--- src/rtl/mdu_sequencer.sv ---
// mdu_sequencer: EX-stage sequencer for MULT/MULTU/DIV/DIVU.
// Drives a MUL_LAT-stage multiplier pipe or a radix-2 restoring divider,
// stalls the front of the pipe while busy, then presents {hi,lo} for one
// cycle in DONE.
// Optional build macro: MDU_DIV_ZERO_FAST_EN (divide-by-zero goes straight
// to DONE from IDLE).
module mdu_sequencer #(
    parameter int unsigned MUL_LAT   = 2,
    parameter int unsigned DIV_ITERS = 32
) (
    input  logic        clk,
    input  logic        resetn,
    input  logic        start_mul,
    input  logic        start_div,
    input  logic        signed_op,
    input  logic [31:0] opa,
    input  logic [31:0] opb,
    input  logic        flush,
    output logic        stall_o,
    output logic        busy,
    output logic        result_valid,
    output logic [31:0] result_hi,
    output logic [31:0] result_lo
);

    typedef enum logic [1:0] {IDLE, MUL, DIV, DONE} state_t;

    state_t      state, state_nx;
    logic        accept_mul, accept_div;
`ifdef MDU_DIV_ZERO_FAST_EN
    logic        div_zero_fast;
`endif
    logic [5:0]  cnt;
    logic        signed_q, sign_q, sign_r;
    logic [31:0] dvsr_q;
    logic [63:0] rem_q, rem_shl, rem_step;
    logic [63:0] mul_pipe [MUL_LAT];
    logic [63:0] mul_a, mul_b, mul_prod;
    logic [31:0] abs_a, abs_b, fix_q, fix_r, div_lo;

    // Operand conditioning: magnitudes for the divider, sign-extended
    // operands for the multiplier (low 64 bits of the product are exact).
    always_comb begin
        abs_a    = (signed_op && opa[31]) ? -opa : opa;
        abs_b    = (signed_op && opb[31]) ? -opb : opb;
        mul_a    = {{32{signed_op & opa[31]}}, opa};
        mul_b    = {{32{signed_op & opb[31]}}, opb};
        mul_prod = mul_a * mul_b;
    end

    // One restoring step plus the exit sign fix-up of quotient/remainder.
    always_comb begin
        rem_shl  = {rem_q[62:0], 1'b0};
        rem_step = rem_shl;
        if (rem_shl[63:32] >= dvsr_q) begin
            rem_step = {rem_shl[63:32] - dvsr_q, rem_shl[31:1], 1'b1};
        end
        fix_q  = (signed_q && sign_q) ? -rem_q[31:0]  : rem_q[31:0];
        fix_r  = (signed_q && sign_r) ? -rem_q[63:32] : rem_q[63:32];
        div_lo = (dvsr_q == '0) ? '1 : fix_q;
    end

    // Next-state, accept strobes and stall.
    always_comb begin
        state_nx   = state;
        accept_mul = 1'b0;
        accept_div = 1'b0;
`ifdef MDU_DIV_ZERO_FAST_EN
        div_zero_fast = 1'b0;
`endif
        case (state)
            IDLE: begin
                if (resetn && !flush) begin
                    if (start_div) begin
                        accept_div = 1'b1;
                        state_nx   = DIV;
`ifdef MDU_DIV_ZERO_FAST_EN
                        if (opb == '0) begin
                            div_zero_fast = 1'b1;
                            state_nx      = DONE;
                        end
`endif
                    end else if (start_mul) begin
                        accept_mul = 1'b1;
                        state_nx   = MUL;
                    end
                end
            end
            MUL: begin
                if (flush)                          state_nx = IDLE;
                else if (cnt == 6'(MUL_LAT - 1))    state_nx = DONE;
            end
            DIV: begin
                if (flush)                          state_nx = IDLE;
                else if (cnt == 6'(DIV_ITERS))      state_nx = DONE;
            end
            DONE:    state_nx = IDLE;
            default: state_nx = IDLE;
        endcase
        stall_o      = accept_mul | accept_div | (state == MUL) | (state == DIV);
        busy         = (state != IDLE);
        result_valid = (state == DONE);
    end

    // State register.
    always_ff @(posedge clk or negedge resetn) begin
        if (!resetn) state <= IDLE;
        else         state <= state_nx;
    end

    // Operand latches, iteration counter, multiplier pipe and result hold.
    // The DIV state runs DIV_ITERS steps, then one more cycle (cnt ==
    // DIV_ITERS) that applies the sign fix-up into the result registers.
    always_ff @(posedge clk or negedge resetn) begin
        if (!resetn) begin
            cnt       <= '0;
            signed_q  <= 1'b0;
            sign_q    <= 1'b0;
            sign_r    <= 1'b0;
            dvsr_q    <= '0;
            rem_q     <= '0;
            result_hi <= '0;
            result_lo <= '0;
            for (int unsigned i = 0; i < MUL_LAT; i++) mul_pipe[i] <= '0;
        end else begin
            for (int unsigned i = 1; i < MUL_LAT; i++) mul_pipe[i] <= mul_pipe[i-1];
            if (accept_mul) begin
                cnt         <= '0;
                mul_pipe[0] <= mul_prod;
            end
            if (accept_div) begin
                cnt      <= '0;
                signed_q <= signed_op;
                sign_q   <= opa[31] ^ opb[31];
                sign_r   <= opa[31];
                dvsr_q   <= abs_b;
                rem_q    <= {32'h0, abs_a};
`ifdef MDU_DIV_ZERO_FAST_EN
                if (div_zero_fast) begin
                    result_hi <= opa;
                    result_lo <= '1;
                end
`endif
            end
            if (state == MUL) begin
                cnt <= cnt + 6'd1;
                if (!flush && cnt == 6'(MUL_LAT - 1)) begin
                    result_hi <= mul_pipe[MUL_LAT-1][63:32];
                    result_lo <= mul_pipe[MUL_LAT-1][31:0];
                end
            end
            if (state == DIV) begin
                if (cnt != 6'(DIV_ITERS)) begin
                    rem_q <= rem_step;
                    cnt   <= cnt + 6'd1;
                end else if (!flush) begin
                    result_hi <= fix_r;
                    result_lo <= div_lo;
                end
            end
        end
    end

endmodule
--- config.mk ---
export PLATFORM = sky130hd
export DESIGN_NAME = mdu_sequencer
export DESIGN_NICKNAME = d
export VERILOG_FILES = /design/src/rtl/mdu_sequencer.sv
export SDC_FILE = /design/constraint.sdc
export NUM_CORES = 2
export LEC_CHECK = 0
export BUFFER_PORTS_ARGS = -buffer_cell sky130_fd_sc_hd__buf_2
export CAP_MARGIN = 25
export CORE_ASPECT_RATIO = 0.7
export CORE_MARGIN = 2
export CORE_UTILIZATION = 45
export DETAILED_ROUTE_END_ITERATION = 7
export PLACE_DENSITY_LB_ADDON = 0.05
export SYNTH_ARGS = -nofsm -noshare
export SYNTH_HDL_FRONTEND = slang
export SYNTH_SLANG_ARGS = --single-unit
export TNS_END_PERCENT = 20
--- constraint.sdc ---
create_clock -name clk -period 7.9 [get_ports clk]
set_input_delay 0 -clock clk [delete_from_list [all_inputs] [get_ports clk]]
set_output_delay 0 -clock clk [all_outputs]
set_load 0.05 [all_outputs]
# Word-level counts from Yosys, hierarchy flattened
# Index checks and enable logic that the tools add are counted.
# word_totals
word_cells	85
reg_bits	299
output_inout_bits	67
input_bits	70
# op_classes
eq_ne	10
muxes	39
addsub	6
reduce_logical	11
order_cmp	1
bitwise_logic	6
mul	1
# ops
cell	count
2-to-1 mux 32 bit	15
2-to-1 mux 64 bit	4
negator 32 bit	4
multiplier 33 x 33 -> 64 bit	1
>= comparator 32 bit	1
logical NOT 32 bit	1
subtractor 32 bit	1
2-to-1 mux 6 bit	5
2-to-1 mux 2 bit	7
!= test 3 bit (second input constant)	3
one-hot mux 2 bit (4 select lines)	1
2-to-1 mux 1 bit	7
adder 6 x 1 -> 6 bit (second input constant)	1
equality test 6 x 1 -> 1 bit (second input constant)	1
equality test 6 bit (second input constant)	1
logical AND 1 bit	6
!= test 6 bit (second input constant)	1
equality test 2 bit (second input constant)	2
AND reduction 4 bit	1
OR 1 bit	3
AND 1 bit	2
equality test 2 x 1 -> 1 bit (second input constant)	1
logical NOT 2 bit	1
!= test 2 bit (second input constant)	1
other kinds (3)	3

# Longest topological paths before layout
# depth
word_depth	9
depth_mapped	33
ltp_nobuf	29

# Worst setup path before layout
# No wires, ideal clock.
# synth_timing
path_kind	input to register
from	input port signed_op
to	register mul_pipe[125] (netlist name)
arrival_time_ns	8.137
path_buffers	4
cell_stages	31
required_time_ns	7.769
setup_slack_ns	-0.369
path_cell_list	and2_1 -> clkbuf_1 -> clkbuf_1 -> buf_1 -> nand2_1 -> inv_1 -> fa_1 -> fa_1 -> fa_1 -> inv_1 -> fa_1 -> inv_1 -> fa_1 -> fa_1 -> fa_1 -> inv_1 -> fa_1 -> inv_1 -> ha_1 -> buf_6 -> a21o_1 -> a21o_1 -> a21oi_2 -> nor2b_1 -> o41a_1 -> a211o_1 -> o41a_1 -> a221o_1 -> a221oi_2 -> xor2_1 -> o21ai_1
# synth_between
elab_chain_len	2
word_cells_on_any_way	3
cone_classes	mul: 1; bitwise: 2
# synth_rtl
item	line	rtl
from (decl)	15	input logic signed_op,
AND 1 bit, on equally long branches	46, 47	
multiplier 33 x 33 -> 64 bit (*)	48	mul_prod = mul_a * mul_b;
to (decl)	37	logic [63:0] mul_pipe [MUL_LAT];
# Mark *: on every way between the ends. The rest lies on a longest branch, timed or not.
# A chain may end at the register's enable or synchronous reset.

# Final worst setup path
# layout_timing
from	input port opb[31]
to	register mul_pipe[125] (netlist name)
# layout_between
elab_chain_len	2
# layout_rtl
item	line	rtl
from (decl)	17	input logic [31:0] opb,
AND 1 bit	47	mul_b = {{32{signed_op & opb[31]}}, opb};
multiplier 33 x 33 -> 64 bit (*)	48	
# Marks and branches as above.

==> flow_summary.yaml <==
sta:
  min_period_ns: 7.62
  fin_crit_sh_pct: 96.4
  drv_slew: 0
  finalHoldViolCount: 0
  fmax_ghz: 0.131
  finClkSkew_ns: 0.0339
  rsz0062_at_grt: "false"
  tns_ns: 0
  setup_viol: 0
  tightest_slew_ns: 0.929
  slew_headroom_pct: 38.1
min_path:
  holdPathStages: 5
  whs_endpoint: "rem_q[30]$_DFF_PN0_"
  hp-class: "input pin to register"
  min_from: "opa[30]"
floorplanning:
  initial_core_util_pct: 45.5
  die_w_microns: 416
  die_area_sq_um: 122000
  core_area_sq_um: 117000
  fp-row-count: 105
  die_y_microns: 292
  io_pins: 137
synthesis:
  syn_avg_cell_area_sq_um: 9.06
  syn-num-nets: 7349
  syn_area_sq_um: 53400
  synth-edff-count: 0
  synthFlopType: "dfrtp_1"
  yosysUniqueCellTypes: 78
  seq_area_frac_synth_pct: 14.0
  ys_ff_latch: 299
  async_reset_ff_share_pct: 100
  yosysWarningCount: 0
  synthCells: 5897
placement:
  port_buffers: 136
  dp_hpwl_microns: 141000
  dp_cells: 7636
  gp_congestion: 0.899
setup_path:
  crit_arrival_ns: 8.08
  r2r_start: "rem_q[31]$_DFF_PN0_"
  worstPathRequired_ns: 8.36
  worstSetupPathType: "input pin to register"
  regToRegSetupSlack_ns: 3.59
  r2r-end: "rem_q[53]$_DFF_PN0_"
  worstSetupEndpointType: "register"
  worst-path-max-fanout: 6
  rr_worst_depth: 16
  start_kind: "input pin"
clocking:
  clkSinkCount: 299
  clkTransAtPathRegs_ns: 0.08
  cts-root-buf: "clkbuf_16"
  clk_latency_ns: 0.60
  cts_made_buffers: 25
  cts_max_level: 1
  clk_path_buf_depth: 3
  cts_tree: "done"
route:
  drc: 0
  vias: 40217
  ant_nets: 0
  wl_per_cell_microns: 21.5
  viasPerCell: 5.22
  drt_wl_total_microns: 166000
  drt-initial-drc-count: 2925
  dr.pass1.iters: 5
grt:
  grt_usage_pct: 28.1
  grt_pass1_wl_microns: 261000
  grt-ovfl-total: 0
  grt_max_degree: 102
  antenna_found_initial: 12
  grt_pass1_vias: 41910
cells_and_area:
  nets: 7581
  regArea_sq_um: 7480
  nFillCells: 11228
  drive_gt1_share_pct: 11.1
  area_delta_synth_final_pct: 11.8
  multi_input_area_sq_um: 40500
  final_cells: 7701
status:
  status: "finished, final reports clean"
run:
  drv_cap: 0
flip-flops by register name, indices dropped and copies added, names as in the netlist:
register,flops
cnt,6
dvsr_q,32
mul_pipe,128
rem_q,64
result_hi,32
result_lo,32
sign_q,1
sign_r,1
signed_q,1
state,2
cell families after synthesis:
kind of cell / share of synthesized area, %
DFF: 14.0
and+or+nand+nor: 15.6
adders and majority gates: 48.2
AOI/OAI and AO/OA: 7.37
buffers and inverters: 10.6
xor gates and xnor gates: 3.56
muxes: 0.730
cell usage after synthesis, drive strengths merged (4+ instances only):
cell type / instances / area [sq um]
a31oi: 48 / 307
o21a: 14 / 105
nand3: 63 / 315
nor2: 183 / 687
o31ai: 18 / 140
nand4: 21 / 131
a21oi: 175 / 880
a32oi: 21 / 184
or4: 10 / 78.8
fa: 1126 / 22500
a22oi: 6 / 45.0
o21bai: 11 / 82.6
nand2b: 21 / 131
xnor2: 138 / 1210
mux2: 8 / 90.1
and3: 30 / 188
buf: 52 / 216
a211oi: 7 / 57.6
a21o: 50 / 375
or3: 20 / 135
nor2b: 18 / 113
clkbuf: 322 / 1210
a21boi: 6 / 45.0
ha: 256 / 3200
dfrtp: 299 / 7480
nor3: 29 / 150
nand3b: 6 / 45.0
nor4: 29 / 226
o211ai: 6 / 45.0
o41ai: 17 / 164
a211o: 4 / 35.0
inv: 1123 / 4220
and2: 357 / 2230
xor2: 79 / 692
a41oi: 4 / 42.6
o21ai: 238 / 1190
mux2i: 30 / 300
nand2: 1014 / 3810
critical path, cell delays in order:
cell           delay, ns
dlygate4sd3_1       0.54
buf_4               0.16
and2_1              0.16
inv_2               0.08
buf_12              0.12
nor2_2              0.04
fa_1                0.53
fa_1                0.44
fa_1                0.50
fa_1                0.53
fa_2                0.63
fa_1                0.41
fa_1                0.49
inv_1               0.05
fa_1                0.47
inv_1               0.04
ha_1                0.28
a21o_1              0.18
a21o_1              0.19
a21oi_2             0.15
nor2b_1             0.07
o41a_1              0.34
a211o_1             0.32
o41a_1              0.47
a221o_1             0.39
a221oi_2            0.25
xor2_1              0.18
o21ai_1             0.07
area by class of cell:
type	count	area share, %
diodes	4	0.0168
clock inverters	14	0.230
inverters	1124	7.07
repair buffers	579	8.03
flip-flops and latches	299	12.5
clock buffers	30	1.13
multi-input cells	4100	67.8
well taps	1551	3.25
placed cells by master (no fill, tap or decap), types with 25 or more instances in the layout:
cell type  Yosys  layout
buf_4          3     374
clkbuf_16      0      25
a21oi_1      174     170
dfrtp_1      299     299
buf_12         0      58
and3_1        30      29
ha_1         256     256
xor2_1        79      79
xnor2_1      138     137
nor4_1        26      26
fa_1        1126    1121
a21o_1        50      50
nand2_1     1013    1011
mux2i_1       30      30
and2_1       357     356
nor2_1       183     179
inv_1       1123    1121
buf_2          2     133
a31oi_1       47      46
nand3_1       63      62
o21ai_0      229     226
nor3_1        28      26
metrics by stage:
stage	worst slack [ns]	cell area, sq um	hold slack [ns]	utilization (%)
global route	0.00378	59700	0.0390	50.9
CTS	0.0259	59600	0.00794	50.7
global placement	-0.296	58600	0.00705	49.9
detailed placement	-0.298	58600	0.000747	49.9
finish	0.281	59700	0.0204	50.9
floorplan	0.0150	53500	-0.296	-
per-layer routing:
metal	vias up	GRT usage, %	routed length, microns
li1	18247	-	-
met1	20975	43.4	80500
met2	889	44.4	75800
met3	106	2.31	6990
met4	0	3.25	2460
met5	-	0	0
what timing repair did:
action                     4_1_cts  5_1_grt
setup endpoints to repair        0       19
gates resized for setup          0       36
buffers inserted                 0        3
hold endpoints to repair        81        0
hold buffers                    13        0
how the worst max path moves through the flow:
stage / from / to / slack [ns] / cells after the start
2_1_floorplan: opa[31] / mul_pipe[125]$_DFFE_PN0P_ / 0.01 / 29
3_3_place_gp: opb[6] / mul_pipe[125]$_DFFE_PN0P_ / -0.30 / 31
6_report: opb[31] / mul_pipe[125]$_DFFE_PN0P_ / 0.28 / 28
3_5_place_dp: opb[6] / mul_pipe[125]$_DFFE_PN0P_ / -0.30 / 31
5_1_grt: opb[31] / mul_pipe[125]$_DFFE_PN0P_ / 0.004 / 28
4_1_cts: opb[0] / mul_pipe[125]$_DFFE_PN0P_ / 0.03 / 31
Power is left out: the tool's default activity adds up to more than one toggle a clock period on the data nets, which glitch-free logic cannot reach.
